<file path="src/rtl/pipelined_adder.sv">
// Valid/ready add/subtract/accumulate unit with a STAGES-deep result pipe.
// Mode is resolved at acceptance; the pipe only carries valid + result.

module pipelined_adder_stage #(
  parameter int W = 5
) (
  input  logic         clk,
  input  logic         rst,
  input  logic         adv,
  input  logic         vin,
  input  logic [W-1:0] din,
  output logic         vout,
  output logic [W-1:0] dout
);
  // Data only loads on a valid beat, so a bubble leaves the last result in place.
  always_ff @(posedge clk or posedge rst) begin
    if (rst) begin
      vout <= 1'b0;
      dout <= '0;
    end else if (adv) begin
      vout <= vin;
      if (vin) dout <= din;
    end
  end
endmodule

module pipelined_adder #(
  parameter int WIDTH  = 4,
  parameter int STAGES = 5
) (
  input  logic             clk,
  input  logic             rst,
  input  logic             in_valid,
  output logic             in_ready,
  input  logic [WIDTH-1:0] a,
  input  logic [WIDTH-1:0] b,
  input  logic [1:0]       mode,
  output logic             out_valid,
  input  logic             out_ready,
  output logic [WIDTH:0]   sum,
  output logic [4:0]       occupancy
);
  logic [STAGES:0]          vld_pipe;
  logic [STAGES:0][WIDTH:0] res_pipe;
  logic [WIDTH:0]           ea, eb, acc, acc_nxt, res;
  logic                     rdy_en, adv, fire, consume;

  assign ea      = {1'b0, a};
  assign eb      = {1'b0, b};
  assign adv     = !(vld_pipe[STAGES] && !out_ready);
  assign in_ready = rdy_en && adv;
  assign fire    = in_valid && in_ready;
  assign consume = out_valid && out_ready;

  always_comb begin
    res     = '0;
    acc_nxt = acc;
    case (mode)
      2'b00: res = ea + eb;
      2'b01: res = ea - eb;
      2'b10: begin
        acc_nxt = acc + ea;
        res     = acc_nxt;
      end
      default: begin
        acc_nxt = '0;
        res     = '0;
      end
    endcase
  end

  // rdy_en keeps in_ready low through reset and releases it on the first edge after.
  always_ff @(posedge clk or posedge rst) begin
    if (rst) begin
      rdy_en    <= 1'b0;
      acc       <= '0;
      occupancy <= '0;
    end else begin
      rdy_en <= 1'b1;
      if (fire && mode[1]) acc <= acc_nxt;
      case ({fire, consume})
        2'b10:   occupancy <= occupancy + 5'd1;
        2'b01:   occupancy <= occupancy - 5'd1;
        default: occupancy <= occupancy;
      endcase
    end
  end

  assign vld_pipe[0] = fire;
  assign res_pipe[0] = res;

  for (genvar s = 0; s < STAGES; s++) begin : g_stage
    pipelined_adder_stage #(.W(WIDTH+1)) u_stage (
      .clk  (clk),
      .rst  (rst),
      .adv  (adv),
      .vin  (vld_pipe[s]),
      .din  (res_pipe[s]),
      .vout (vld_pipe[s+1]),
      .dout (res_pipe[s+1])
    );
  end

  assign out_valid = vld_pipe[STAGES];
  assign sum       = res_pipe[STAGES];
endmodule
</file>
<file path="config.mk">
export PLATFORM = sky130hd
export DESIGN_NAME = pipelined_adder
export DESIGN_NICKNAME = d
export VERILOG_FILES = /design/src/rtl/pipelined_adder.sv
export SDC_FILE = /design/constraint.sdc
export NUM_CORES = 1
export LEC_CHECK = 0
export ABC_CLOCK_PERIOD_IN_PS = 3640
export CORE_UTILIZATION = 45
export CTS_BUF_LIST = sky130_fd_sc_hd__clkbuf_4
export DETAILED_ROUTE_END_ITERATION = 8
export HOLD_SLACK_MARGIN = 0.02
export PLACE_DENSITY = 0.77
export SLEW_MARGIN = 20
export SYNTH_ARGS = -nofsm -noshare
export SYNTH_HDL_FRONTEND = slang
export SYNTH_HIERARCHICAL = 1
export SYNTH_SLANG_ARGS = --single-unit
</file>
<file path="constraint.sdc">
create_clock -name clk -period 3.64 [get_ports clk]
set_clock_uncertainty 0.2 [all_clocks]
set_input_delay 0.728 -clock clk [delete_from_list [all_inputs] [get_ports clk]]
set_output_delay 0.728 -clock clk [all_outputs]
set_load 0.05 [all_outputs]
</file>
==> results of run 1 <==
kinds of logic (layout without fill, tap and decap cells):
kind of cell,after synthesis,after routing,share of synthesized area
flip-flops,41,41,0.447
adder cells (fa/ha/maj),16,16,0.0971
XOR/XNOR,9,9,0.0344
other,1,1,0.00163
AO/OA/AOI/OAI,30,30,0.0845
AND/OR/NAND/NOR,41,41,0.111
multiplexers,30,30,0.186
buffers and inverters,23,57,0.0382
area by class of cell:
class / count / share of cell area
multi-input cells: 127 / 0.432
flip-flops and latches: 41 / 0.375
repair buffers: 28 / 0.103
well taps: 67 / 0.0306
inverters: 21 / 0.0288
clock inverters: 3 / 0.0169
clock buffers: 5 / 0.0137
flip-flops by register name (all words and copies together) (netlist names):
signal / flops
g_stage.u_stage/dout: 25
occupancy: 5
rdy_en: 1
g_stage.u_stage/vout: 5
acc: 5
cells in the mapped netlist (all sizes together) (2+ instances only):
library cell / n / area [um2]
a21o: 4 / 30.0
a21oi: 4 / 23.8
and2: 2 / 12.5
dfrtp: 41 / 1030
fa: 3 / 60.1
ha: 13 / 163
inv: 21 / 78.8
mux2: 26 / 387
mux2i: 4 / 40.0
nand2: 16 / 97.6
nand2b: 2 / 15.0
nand3: 2 / 10.0
nor2: 6 / 22.5
nor2b: 2 / 12.5
nor3: 3 / 15.0
nor3b: 3 / 22.5
o21a: 3 / 22.5
o21ai: 12 / 60.1
o311ai: 2 / 17.5
o31ai: 2 / 15.0
xnor2: 6 / 52.6
xor2: 3 / 26.3
stage by stage:
stage | cells | util | instance area (um2)
after detailed placement | 284 | 0.551 | 2650
after global routing | 292 | 0.568 | 2740
final | 292 | 0.568 | 2740
after floorplan | 191 | - | 2290
after CTS | 292 | 0.568 | 2740
after global placement | 284 | 0.551 | 2650
routing by layer:
layer  vias up  wire length, um
li1        723                -
met1       709             1680
met2        31             2070
met3         7              144
met4         0               55
met5         -                0
power groups by stage:
stage	Clock, mW	Sequential [mW]	Combinational, mW
floorplan	0	0.957	0.614
global placement	0	0.786	1.01
detailed placement	0	0.803	1.04
CTS	0.316	0.793	1.04
global route	0.336	0.816	1.12
finish	0.304	0.787	1.03
worst register-to-register path, delay by kind of cell, from the launching register on:
kind                     cells  cell delay, ns
flip-flops                   1            0.44
AND/OR/NAND/NOR              4            0.54
AO/OA/AOI/OAI                3            0.67
adder cells (fa/ha/maj)      2            0.64
how the worst min path moves through the flow:
stage / end / cells after the start / from
2_1_floorplan: acc[3] / 2 / acc[3]
3_3_place_gp: acc[3] / 2 / acc[3]
3_5_place_dp: acc[3] / 2 / acc[3]
4_1_cts: acc[3] / 2 / acc[3]
5_1_grt: acc[3] / 2 / acc[3]
6_report: acc[3] / 2 / acc[3]
==> summary.md, run 1 <==
| Metric | Value |
|---|---|
| Setup ws final | 0.540 ns |
| Worst VDD drop | 320 uV |
| Mapped Nets | 221 |
| Critical path fanouts, max | 6 |
| Post-Syn Area per Cell | 12.0 um2 |
| Fillers | 435 |
| Via density | 5.03 |
| # diodes | 0 |
| Synth Warn # | 6 |
| Reg area | 1030 um2 |
| Setup crit end kind | flop |
| Crit path buf inv count | 2 |
| Yosys cell types | 38 |
| Period utilization | 0.852 |
| Initial Utilization | 0.476 |
| Busiest layer in global routing | met2 |
| # hold bufs at CTS | 0 |
| Top delay family on crit path | compound AO/OA/AOI/OAI gates |
| Maximum number of pins on one net before global-route repair | 15 |
| IO Count | 26 |
| Layout cells sized above 1 | 0.204 |
| GPL Wtd Cong | 0.755 |
| Critical R2R Capture | occupancy[4] |
| Reg power frac | 0.371 |
| Fmax | 323 MHz |
| Startpoint class of the critical path | primary input |
| Die Ht | 73.4 um |
| Slowest Stage Delay on Critical Path | 0.47 ns |
| Clock Power Share | 0.143 |
| Ordered cell list for the critical path | clkdlybuf4s50_1, inv_1, nor2_1, mux2i_1, fa_1, a21o_1, a21oi_1, nor4_1, a311o_1, mux2_4 |
| Cells after Synth | 191 |
| Mapped Area | 2290 um2 |
| Antenna violations before repair | 0 |
| Net Sw Frac | 0.381 |
| Commonest non-fill, non-tap cell in the layout | dfrtp_1 |
| Outcome | complete, no violations |
| Worst reg2reg path startpoint | g_stage[4].u_stage/vout |
| Final Max Slew Viols | 0 |
| Leak pwr | 1.35 nW |
| Crit path from | mode[0] |
| Commonest cells after routing, fill and taps aside | dfrtp_1, mux2_4, clkdlybuf4s50_1 |
| Final ANT Viol Nets | 0 |
| Clk sink count | 41 |
| Iter 0 DRT Violations | 43 |
| Number of synthesized flops with an enable pin | 0 |
| Die Area | 5390 um2 |
| Async SR Flop Fraction | 1.00 |
| CTS clock-pin slew for the worst setup and hold paths | 0.12 ns |
| DRC viols | 0 |
| Vias in the first global route | 1,486 |
| # H-tree levels | 2 |
| Post-synthesis register bit count | 41 |
| Row cnt | 25 |
| Area occupied by multi-input gates | 1180 um2 |
| Total iterations of the first detailed-routing run | 4 |
| Core area | 4820 um2 |
| Maximum buffer depth of the clock tree | 2 |
| Met3 GRT Util | 0.0412 |
| First-pass GRT wire length | 6910 um |
| Worst setup path end | g_stage[0].u_stage/dout[4] |
| Final net count | 254 |
| DP HPWL | 3180 um |
| Hold_ws | 0.304 ns |
| Hold Crit Class | flop to flop |
| Met1 GRT Util | 0.199 |
| Final Setup Violations | 0 |
| Max Cap Violations | 0 |
| FF-to-FF path depth | 9 |
| Area Overhead vs Synth | 19.2% |
| Routed vias | 1,470 |
| Final hold vios | 0 |
| WL/cell | 13.5 um |
| Root Driver | clkbuf_4 |
| WP depth | 10 |
| Worst-Skew Late Latency | 0.36 ns |
| CTS buffer count | 5 |
| Post-place setup slack | 0.155 ns |
| WP data arrival | 3.15 ns |
| CP max stage cell | clkdlybuf4s50_1 |
| Minimum clock period after layout | 3.10 ns |
| Pwr Total | 2.12 mW |
| Psw | 809 uW |
| Crit Path Category | primary input to flop |
| Sequential share of the synthesized area | 0.447 |
| Crit path required time | 3.69 ns |
| Count of input and output buffers | 25 |
| Post-CTS setup buffers | 0 |
| CTS tree | done |
| Main flop type after synthesis | dfrtp_1 |
| M2 GR Usage | 0.308 |
| Comb pwr share | 0.486 |
| CTS-repair resized insts | 0 |
| Total internal power | 1.31 mW |
| Fin Setup TNS | 0 ns |
| PD cells | 776 nW/um2 |
| GRT Overall Usage | 0.171 |
| Overflow after GRT | 0 |
| Post-Route WL | 3950 um |
| Reg2reg setup slack | 1.02 ns |
| RSZ-0062 raised after global routing | false |
| Die width | 73.4 um |
Note: power is estimated with default switching activity, not from simulation.
==> run 2, diff against run 1 <==
--- a/config.mk
+++ b/config.mk
@@ -8,6 +8,7 @@
 export ABC_CLOCK_PERIOD_IN_PS = 3640
 export CORE_UTILIZATION = 45
 export CTS_BUF_LIST = sky130_fd_sc_hd__clkbuf_4
+export CTS_CLUSTER_DIAMETER = 200
 export DETAILED_ROUTE_END_ITERATION = 8
 export HOLD_SLACK_MARGIN = 0.02
 export PLACE_DENSITY = 0.77
==> results of run 2 <==
Final layout, timing and power as in run 1 (identical DEF).
